## config.mk

```make
export PLATFORM = sky130hd
export DESIGN_NAME = fsub_seq
export DESIGN_NICKNAME = d
export VERILOG_FILES = /design/src/rtl/fsub_seq_pkg.sv /design/src/rtl/fsub_seq_special.sv /design/src/rtl/fsub_seq.sv
export SDC_FILE = /design/constraint.sdc
export NUM_CORES = 1
export LEC_CHECK = 0
export CORE_MARGIN = 2
export CORE_UTILIZATION = 55
export CTS_BUF_LIST = sky130_fd_sc_hd__clkbuf_8
export DETAILED_ROUTE_END_ITERATION = 8
export PLACE_DENSITY = 0.75
export SETUP_SLACK_MARGIN = 0.02
export SYNTH_ARGS = -nofsm -noshare
export SYNTH_HDL_FRONTEND = slang
export SYNTH_SLANG_ARGS = --single-unit
export TNS_END_PERCENT = 10
```

## constraint.sdc

```tcl
create_clock -name clk -period 8.6 [get_ports clk]
set_clock_uncertainty 0.2 [all_clocks]
set_input_delay 1.72 -clock clk [delete_from_list [all_inputs] [get_ports clk]]
set_output_delay 1.72 -clock clk [all_outputs]
set_load 0.05 [all_outputs]
```

## src/rtl/fsub_seq_pkg.sv

```systemverilog
// Shared types and constants for the sequential single-precision subtractor.
// Holds the FSM state encoding, the unpacked operand struct and an unpack helper.
package fsub_seq_pkg;

    localparam int          EXP_W   = 8;
    localparam int          MAN_W   = 23;
    localparam logic [7:0]  EXP_MAX = 8'hFF;
    localparam logic [31:0] QNAN    = 32'h7FC00000;

    typedef enum logic [2:0] {
        ST_IDLE,
        ST_SPECIAL,
        ST_ALIGN,
        ST_ADD,
        ST_NORM,
        ST_ROUND,
        ST_DONE
    } fsub_state_t;

    typedef struct packed {
        logic             sign;
        logic [EXP_W-1:0] exp;
        logic [26:0]      man;   // {hidden, fraction, guard, round, sticky}
    } fp_unpacked_t;

    // Subnormals get exponent 1 and no hidden bit so they line up with the smallest normals.
    function automatic fp_unpacked_t unpack_fp(input logic [31:0] x);
        fp_unpacked_t u;
        u.sign = x[31];
        u.exp  = (x[30:MAN_W] == '0) ? 8'd1 : x[30:MAN_W];
        u.man  = {|x[30:MAN_W], x[MAN_W-1:0], 3'b000};
        return u;
    endfunction

endpackage

```

## src/rtl/fsub_seq_special.sv

```systemverilog
// Purpose: NaN/Inf result for a - b, given a and b with its sign already inverted.
// Latency: combinational. Backpressure: none, sampled by the parent in its SPECIAL state.
module fsub_seq_special
    import fsub_seq_pkg::*;
(
    input  logic [31:0] a,
    input  logic [31:0] b,
    output logic [31:0] res
);

    logic a_max, b_max, a_nan, b_nan, a_inf, b_inf;

    always_comb begin
        a_max = (a[30:23] == EXP_MAX);
        b_max = (b[30:23] == EXP_MAX);
        a_nan = a_max && (a[22:0] != '0);
        b_nan = b_max && (b[22:0] != '0);
        a_inf = a_max && (a[22:0] == '0);
        b_inf = b_max && (b[22:0] == '0);

        res = '0;
        if (a_nan && b_nan) begin
            if (a[31] == b[31])
                res = {b[31], 9'h1FF, b[21:0]};
            else
                res = {10'h1FF, b[21:0]};
        end else if (b_nan) begin
            res = {b[31], 9'h1FF, b[21:0]};
        end else if (a_nan) begin
            res = {a[31], 9'h1FF, a[21:0]};
        end else if (a_inf && b_inf) begin
            // Opposite effective signs means Inf - Inf of like signs: invalid.
            res = (a[31] != b[31]) ? QNAN : {a[31], EXP_MAX, 23'b0};
        end else if (a_inf) begin
            res = {a[31], EXP_MAX, 23'b0};
        end else if (b_inf) begin
            res = {b[31], EXP_MAX, 23'b0};
        end
    end

endmodule

```

## src/rtl/fsub_seq.sv

```systemverilog
// Purpose: iterative IEEE single subtractor res = a - b, round-to-nearest-even.
// Latency: 2 cycles (NaN/Inf) up to ~57 cycles at SHIFT_STEP=1. Backpressure: one op in flight; result held until out_ready.
module fsub_seq
    import fsub_seq_pkg::*;
#(
    parameter int SHIFT_STEP = 1
) (
    input  logic        clk,
    input  logic        rst_n,
    input  logic        in_valid,
    output logic        in_ready,
    input  logic [31:0] a,
    input  logic [31:0] b,
    output logic        out_valid,
    input  logic        out_ready,
    output logic [31:0] res,
    output logic        ovf
);

    fsub_state_t  state;
    logic [31:0]  op_a, op_b;
    fp_unpacked_t lg;
    logic         sm_sign;
    logic [26:0]  sm_man;
    logic [7:0]   shift_rem;
    logic [27:0]  acc;
    logic [9:0]   exp_r;
    logic         sign_r;

    logic [31:0]  spec_res;

    fsub_seq_special u_special (
        .a   (op_a),
        .b   (op_b),
        .res (spec_res)
    );

    logic [31:0]  b_neg;
    logic         a_big, special_in;
    fp_unpacked_t ua, ub, lg_in, sm_in;
    logic [26:0]  sm_step;
    logic [7:0]   rem_step;
    logic [27:0]  sum;
    logic [27:0]  nrm;
    logic [9:0]   nexp;
    logic         norm_done;
    logic         inc;
    logic [24:0]  rman;
    logic [9:0]   rexp;

    always_comb begin
        b_neg      = {~b[31], b[30:0]};
        special_in = (a[30:23] == EXP_MAX) || (b[30:23] == EXP_MAX);
        a_big      = (a[30:0] >= b[30:0]);
        ua         = unpack_fp(a);
        ub         = unpack_fp(b_neg);
        lg_in      = a_big ? ua : ub;
        sm_in      = a_big ? ub : ua;

        // Alignment step: each lost bit folds into the sticky position.
        sm_step  = sm_man;
        rem_step = shift_rem;
        if (shift_rem >= 8'd27) begin
            sm_step  = {26'b0, |sm_man};
            rem_step = '0;
        end else begin
            for (int i = 0; i < SHIFT_STEP; i++) begin
                if (rem_step != 8'd0) begin
                    sm_step  = {1'b0, sm_step[26:2], sm_step[1] | sm_step[0]};
                    rem_step = rem_step - 8'd1;
                end
            end
        end

        if (lg.sign == sm_sign)
            sum = {1'b0, lg.man} + {1'b0, sm_man};
        else
            sum = {1'b0, lg.man} - {1'b0, sm_man};

        nrm  = acc;
        nexp = exp_r;
        if (acc[27]) begin
            nrm  = {1'b0, acc[27:2], acc[1] | acc[0]};
            nexp = exp_r + 10'd1;
        end else begin
            for (int i = 0; i < SHIFT_STEP; i++) begin
                if (!nrm[26] && nexp > 10'd1) begin
                    nrm  = {nrm[26:0], 1'b0};
                    nexp = nexp - 10'd1;
                end
            end
        end
        norm_done = nrm[26] || (nexp == 10'd1);

        // Hidden bit clear after rounding means the result stayed subnormal.
        inc  = acc[2] & (acc[1] | acc[0] | acc[3]);
        rman = {1'b0, acc[26:3]} + {24'b0, inc};
        if (rman[24])
            rexp = exp_r + 10'd1;
        else if (rman[23])
            rexp = exp_r;
        else
            rexp = '0;
    end

    always_ff @(posedge clk) begin
        if (!rst_n) begin
            state     <= ST_IDLE;
            in_ready  <= 1'b1;
            out_valid <= 1'b0;
            res       <= '0;
            ovf       <= 1'b0;
            op_a      <= '0;
            op_b      <= '0;
            lg        <= '0;
            sm_sign   <= 1'b0;
            sm_man    <= '0;
            shift_rem <= '0;
            acc       <= '0;
            exp_r     <= '0;
            sign_r    <= 1'b0;
        end else begin
            case (state)
                ST_IDLE: begin
                    if (in_valid && in_ready) begin
                        in_ready  <= 1'b0;
                        op_a      <= a;
                        op_b      <= b_neg;
                        lg        <= lg_in;
                        sm_sign   <= sm_in.sign;
                        sm_man    <= sm_in.man;
                        shift_rem <= lg_in.exp - sm_in.exp;
                        state     <= special_in ? ST_SPECIAL : ST_ALIGN;
                    end
                end
                ST_SPECIAL: begin
                    res       <= spec_res;
                    ovf       <= 1'b0;
                    out_valid <= 1'b1;
                    state     <= ST_DONE;
                end
                ST_ALIGN: begin
                    if (shift_rem == 8'd0) begin
                        state <= ST_ADD;
                    end else begin
                        sm_man    <= sm_step;
                        shift_rem <= rem_step;
                        if (rem_step == 8'd0)
                            state <= ST_ADD;
                    end
                end
                ST_ADD: begin
                    if (sum == '0) begin
                        // Cancellation gives +0; only -0 - +0 keeps a negative sign.
                        res       <= {lg.sign & (lg.sign == sm_sign), 31'b0};
                        ovf       <= 1'b0;
                        out_valid <= 1'b1;
                        state     <= ST_DONE;
                    end else begin
                        acc    <= sum;
                        exp_r  <= {2'b00, lg.exp};
                        sign_r <= lg.sign;
                        state  <= ST_NORM;
                    end
                end
                ST_NORM: begin
                    acc   <= nrm;
                    exp_r <= nexp;
                    if (norm_done)
                        state <= ST_ROUND;
                end
                ST_ROUND: begin
                    if (rexp >= 10'd255) begin
                        res <= {sign_r, EXP_MAX, 23'b0};
                        ovf <= 1'b1;
                    end else begin
                        res <= {sign_r, rexp[7:0], rman[22:0]};
                        ovf <= 1'b0;
                    end
                    out_valid <= 1'b1;
                    state     <= ST_DONE;
                end
                ST_DONE: begin
                    if (out_ready) begin
                        out_valid <= 1'b0;
                        in_ready  <= 1'b1;
                        state     <= ST_IDLE;
                    end
                end
                default: state <= ST_IDLE;
            endcase
        end
    end

endmodule

```

; Word-level counts from Yosys, hierarchy flattened
; Cells that the tools add are included.
[word_totals]
elab_cells = 152
mem_bits_rw = 0
mem_bits_ro = 0
output_inout_bits = 35
latch_bits = 0
reg_bits = 213
mem_count = 0
[classes]
muxes = 53
eq_ne = 23
n_lt_le_gt_ge = 4
add_sub_neg = 7
mul = 0
div = 0
n_shift = 0
reduce_logical = 41
bitwise_logic = 7
[ops]
columns = op, n
row1 = two-way mux 32 bit, 9
row2 = two-way mux 28 bit, 4
row3 = two-way mux 27 bit, 4
row4 = case mux 32 bit (3 select lines), 1
row5 = two-way mux 36 bit, 2
row6 = case mux 28 bit (2 select lines), 1
row7 = case mux 27 bit (2 select lines), 1
row8 = two-way mux 10 bit, 5
row9 = two-way mux 8 bit, 6
row10 = zero test 23 bit, 2
row11 = nonzero test 23 bit, 2
row12 = equality test 8 bit (second input constant), 4
row13 = zero test 8 bit, 4
row14 = greater-or-equal comparator 31 bit, 1
row15 = two-way mux 31 bit, 1
row16 = adder 27 x 27 -> 28 bit, 1
row17 = zero test 28 bit, 1
row18 = subtractor 27 x 27 -> 28 bit, 1
row19 = OR reduction 27 bit, 1
row20 = adder 24 x 1 -> 25 bit, 1
row21 = case mux 10 bit (2 select lines), 1
row22 = case mux 3 bit (6 select lines), 1
row23 = case mux 8 bit (2 select lines), 1
row24 = OR reduction 8 bit, 2
row25 = 34 further kinds, 78

; Depth between registers and ports, before layout
[depth]
depth_word = 9
depth_mapped = 26
mapped_depth_nobuf = 23

; By module
; Synthesis repeated with hierarchy kept, for this count alone.
[hier_totals]
hier_cells = 1881
hier_area_um2 = 14273.7
[modules_own_cells]
columns = mod, seq_area_each_um2, area_each_um2, cells_per_inst, instances
row1 = fsub_seq, 4204.0, 13733.2, 1808, 1
row2 = fsub_seq_special, 0.0, 540.5, 73, 1

; Worst setup path after synthesis
; OpenSTA, ideal clock, no wires.
[synth_path]
path_type = input port to flip-flop
from = input port b[22]
to = register shift_rem[7]
arrival_time_ns = 6.302
setup_ns = 0.091
t_required_ns = 8.309
path_slack_ns = 2.007
stages = 25
path_cell_list = inv_1 > ha_1 > and3_1 > nand4_1 > nor3_1 > a221oi_1 > nor2_1 > a211oi_1 > a21boi_0 > buf_2 > buf_2 > buf_1 > nor2_1 > a21oi_1 > ha_1 > nor2b_1 > o21ai_0 > nand2b_1 > a21o_1 > a21o_1 > a21o_1 > a21oi_1 > xnor2_1 > nand2_1 > a311oi_1
[synth_between]
elab_chain_len = 5
[synth_rtl]
columns = item, line
row1 = start: declaration, fsub_seq.sv:13  ; input logic [31:0] b,
row2 = greater-or-equal comparator 31 bit (*), fsub_seq.sv:54  ; a_big = (a[30:0] >= b[30:0]);
row3 = "two-way mux 36 bit, on equally long branches", "fsub_seq.sv:57, fsub_seq.sv:58"
row4 = subtractor 8 bit (*), fsub_seq.sv:132  ; shift_rem <= lg_in.exp - sm_in.exp;
row5 = two-way mux 8 bit (*), fsub_seq.sv:125  ; if (in_valid && in_ready) begin
row6 = case mux 8 bit (2 select lines) (*), fsub_seq.sv:123  ; case (state)
row7 = end signal: assignment, fsub_seq.sv:132
row8 = end signal: assignment, fsub_seq.sv:147  ; shift_rem <= rem_step;
row9 = end: declaration, fsub_seq.sv:25  ; logic [7:0] shift_rem;
; Every way passes the cells marked *; elsewhere a longest branch is shown, timed or not. The select of a mux whose other input is x is not followed.
; A chain may end at the register's enable or synchronous reset.

; Worst setup path after layout
[layout_path]
from = register sm_man[2]
to = register acc[3]
[layout_between]
elab_chain_len = 5
[layout_rtl]
columns = item, line
row1 = start: declaration, fsub_seq.sv:24  ; logic [26:0] sm_man;
row2 = start signal: assignment, fsub_seq.sv:131  ; sm_man <= sm_in.man;
row3 = start signal: assignment, fsub_seq.sv:146  ; sm_man <= sm_step;
row4 = subtractor 27 x 27 -> 28 bit or adder 27 x 27 -> 28 bit (tied branches), "fsub_seq.sv:78, fsub_seq.sv:76"
row5 = two-way mux 28 bit (*), fsub_seq.sv:75  ; if (lg.sign == sm_sign)
row6 = zero test 28 bit, fsub_seq.sv:153  ; if (sum == '0) begin
row7 = inequality test 2 bit (no line), -
row8 = AND reduction 3 bit (no line), -
row9 = end signal: assignment, fsub_seq.sv:160  ; acc <= sum;
row10 = end signal: assignment, fsub_seq.sv:167  ; acc <= nrm;
row11 = end: declaration, fsub_seq.sv:26  ; logic [27:0] acc;
; Marks and branches as above.

==> run summary <==
Initial antenna violation count: 0. After the first detailed-routing iteration, the DRC count stood at 1598. The area overhead of the layout relative to synthesis was 11.7%. The tools report the quantity of hold-fixing buffers added after cts as 0. The total of warnings raised by yosys was 0; the share of flip-flops with an asynchronous set or reset was 0%. The run gives 0.000286 V as the worst ir drop on vdd. Of the post-synthesis cell area, the part taken by muxes is 6.01%.

For the number of endpoints with negative hold slack in the final report, the log shows 0. The worst slew margin relative to its limit was 13.3%; the top fanout value on the critical path was 26. Summing over every cut layer, the via total after detailed routing is 15103.

The logs give 5.90 mW for the total power and 0 for the global-route congestion overflow total. The startpoint-to-endpoint class of the critical path was reg2reg. The endpoint class of the critical path is a register.

The flow ran to the end, and the final reports show no timing, DRC or antenna violations. On the critical path, the stage with the largest delay is an instance of a21oi_4. The min-delay analysis places its worst path in the category reg2reg. The clock network accounts for 17.0% of the total power.

The sequential fraction of design power was 25.9%. In the layout the commonest cells are nand2_1 (259), a21oi_1 (218), dfxtp_1 (210). The complex-gate fraction of the synthesized area was 27.2%; the buffer levels on the longest clock path was 3. Counting flops with a built-in enable in the synthesized netlist gives 0. The die is 168 um tall.

Dividing the final minimum period by the clock period gives 78.8%. At the pin with the least slew margin, the transition time is 1.29 ns. The initial utilization of the core area, before any placement, comes to 55.5%. Among all flip-flop cells after synthesis, the most frequent one is dfxtp_1. In the final routed layout, each cell accounts on average for 20.8 um. The multi-input combinational cells in the finished layout cover a total of 0.00959 mm^2. In the final timing run, aggregate negative setup slack is 0 ns.

The flip-flop and latch count after synthesis was 210; the routed via count divided by cell count was 6.47. For the area of all sequential standard cells, the log shows 0.00420 mm^2. The detail route stage leaves a number of antenna-violating nets equal to 0. The count of max-cap constraint violations came out at 0.

From left edge to right edge, the die measures 168 um. In the final design database the tool counted 2110 nets. TritonCTS built the clock tree. The post-placement setup slack is 1.62 ns, and the synthesized-area fraction occupied by adder cells is 6.43%. The I/O pin count came out at 103. The library cell used most frequently in the layout, excluding fill and tap cells, is nand2_1.

For the die footprint, the log shows 0.0283 mm^2. The antenna diode count came out at 0. At the worst endpoint, the arrival time is 7.05 ns. The first global-routing pass estimated 75700 um of wire.

The via count of the first global-routing pass was 13739; the combinational share of power was 57.1%. The floorplan has 60 rows. The worst setup path is launched from a register. Entering global routing, the biggest net connects 98 pins. The clock drives 210 sinks. Final max-slew violation count: 0. The largest stage delay on the critical path was 0.92 ns; the final wirelength was 48500 um. The logs give 39 for the total clock buffers created by CTS and 0.55 ns for the clock latency reported for the late side of the worst-skew pair. The minimum clock period after layout was 6.78 ns.

Walking the worst path, the cells encountered are nor4_1, nand3_1, o31ai_1, xnor2_1, ha_1, a21oi_2, o221ai_1, a31oi_1, o21ai_1, mux2_1, o311ai_0, nand2_1, or4_4, a21oi_4, mux2i_1. Placed wire-length estimate after detailed placement: 35400 um. The synthesized netlist devotes 4.79% of its cell area to XOR and XNOR gates. The number of setup buffers added after CTS is 0. The layout has 2487 filler cells. Static timing analysis puts the maximum clock frequency at 0.148 GHz.

CTS placed an instance of clkbuf_8 at the clock tree root. By area, the combinational part of the netlist is dominated by compound AO/OA/AOI/OAI gates. The total of cells resized after clock tree synthesis was 0; the ratio of total power to cell area was 356 mW/mm^2. Setup repair after global routing left no endpoint under its margin. The number of cells in the finished layout apart from fillers was 2336; the placer's final routability congestion estimate was 0.998.

The logs give 2091 for the net count after synthesis and 2.88 mW for the switching component of the power. Cells with a size suffix above 1 make up 6.72% of the layout. In this run the cell area of the synthesized design comes to 0.0148 mm^2. For this run, the register share of the synthesized area comes to 28.4%. Global routing used 33.5% of the available tracks. Of the total power, the share spent switching nets is 48.8%. The synthesized area divided by synthesized cell count is 7.61 um^2, and the number of design rule violations left after detail routing is 0. For the static power due to leakage, the log shows 6.47 nW. The H-tree depth reported by CTS was 2. In this run, placement finished with an instance count of 2267. The final-report setup violation count is 0, and the number of detailed-routing iterations run before antenna repair is 6.

Cell internal power was estimated by the tool at 3.02 mW. Summing the areas of all and, or, nand and nor instances in the mapped netlist gives 20.0% of the synthesized area. The core outline area is 0.0267 mm^2.

The number of instances in the synthesized netlist is 1948, and the clock-pin slew reported for the worst setup and hold paths after clock tree synthesis is 0.06 ns. The data required time of the critical path was 8.87 ns. Setup slack on the critical path of the routed design comes to 1.82 ns. In this run the tool buffered the top-level ports with 102 buffer cells.

The synthesized netlist contains 90 unique library cells.
worst max-delay path, delay by kind of cell, from the launching register on:
family,cells,cell delay (ns)
AOI/OAI and AO/OA,7,3.05
xor gates and xnor gates,1,0.17
adders and majority gates,1,0.37
DFF,1,0.36
muxes,2,0.63
and+or+nand+nor,4,1.90
final cells by class:
type                    count  share of cell area [%]
multi-input cells        1502                    57.9
clock inverters            17                   0.612
well taps                 341                    2.58
clock buffers              52                    4.32
flip-flops and latches    210                    25.4
repair buffers            124                    7.15
inverters                  90                    2.04
final timing paths:
path	depth (start not counted)	end	startpoint	slack, ns
worst max register to register	15	acc[3]	sm_man[2]	1.82
worst min-delay path	2	res[9]	res[9]	0.24
worst max-delay path	15	acc[3]	sm_man[2]	1.82
worst min register to register	2	res[9]	res[9]	0.24
synth_stat cells (all sizes together), types with 15 or more instances:
| library cell | instances | area (um^2) |
|---|---|---|
| ha | 73 | 913 |
| a21oi | 220 | 1120 |
| nand4 | 33 | 206 |
| o22ai | 32 | 200 |
| o211ai | 23 | 173 |
| buf | 18 | 151 |
| nor2 | 114 | 430 |
| nand2 | 259 | 972 |
| a221o | 15 | 160 |
| a21o | 22 | 165 |
| xor2 | 19 | 166 |
| o31ai | 28 | 210 |
| clkbuf | 122 | 519 |
| nand2b | 20 | 125 |
| o32ai | 15 | 131 |
| dfxtp | 210 | 4200 |
| xnor2 | 62 | 543 |
| a22oi | 22 | 165 |
| o21ai | 134 | 674 |
| nand3 | 42 | 210 |
| inv | 90 | 338 |
| nor3 | 39 | 200 |
| and3 | 25 | 156 |
| mux2i | 80 | 801 |
| a221oi | 15 | 131 |
| nor4 | 28 | 188 |
stage by stage:
step	util, %	instance area [um^2]	hold slack (ns)
2_1_floorplan	-	14800	0.236
3_3_place_gp	58.9	15700	0.231
3_5_place_dp	58.9	15700	0.235
4_1_cts	62.0	16600	0.244
5_1_grt	62.0	16600	0.266
6_report	62.0	16600	0.240
metal layers:
| metal | global-route usage (%) | routed length [um] |
|---|---|---|
| met2 | 53.3 | 21600 |
| met1 | 46.3 | 20900 |
| met5 | 0 | 0 |
| met3 | 4.65 | 3970 |
| met4 | 13.0 | 2000 |
cells by family after synthesis:
group	count (synthesis)
AOI/OAI and AO/OA	634
and+or+nand+nor	624
buffers and inverters	236
DFF	210
muxes	88
xor gates and xnor gates	81
adders and majority gates	75
state kept, by name, summed over array words and instances, names as in the netlist, 8 cells and up:
register and cells:
acc 28, exp_r 10, lg 33, op_a 32
op_b 32, res 32, shift_rem 8, sm_man 27
power by group through the flow:
stage	clock network (mW)	registers, mW	logic, mW
2_1_floorplan	0	1.52	2.43
3_3_place_gp	0	1.53	3.23
3_5_place_dp	0	1.53	3.27
4_1_cts	1.01	1.51	3.30
5_1_grt	1.05	1.56	3.67
6_report	1.00	1.53	3.37
No activity file was read; power rests on OpenSTA's default activity.
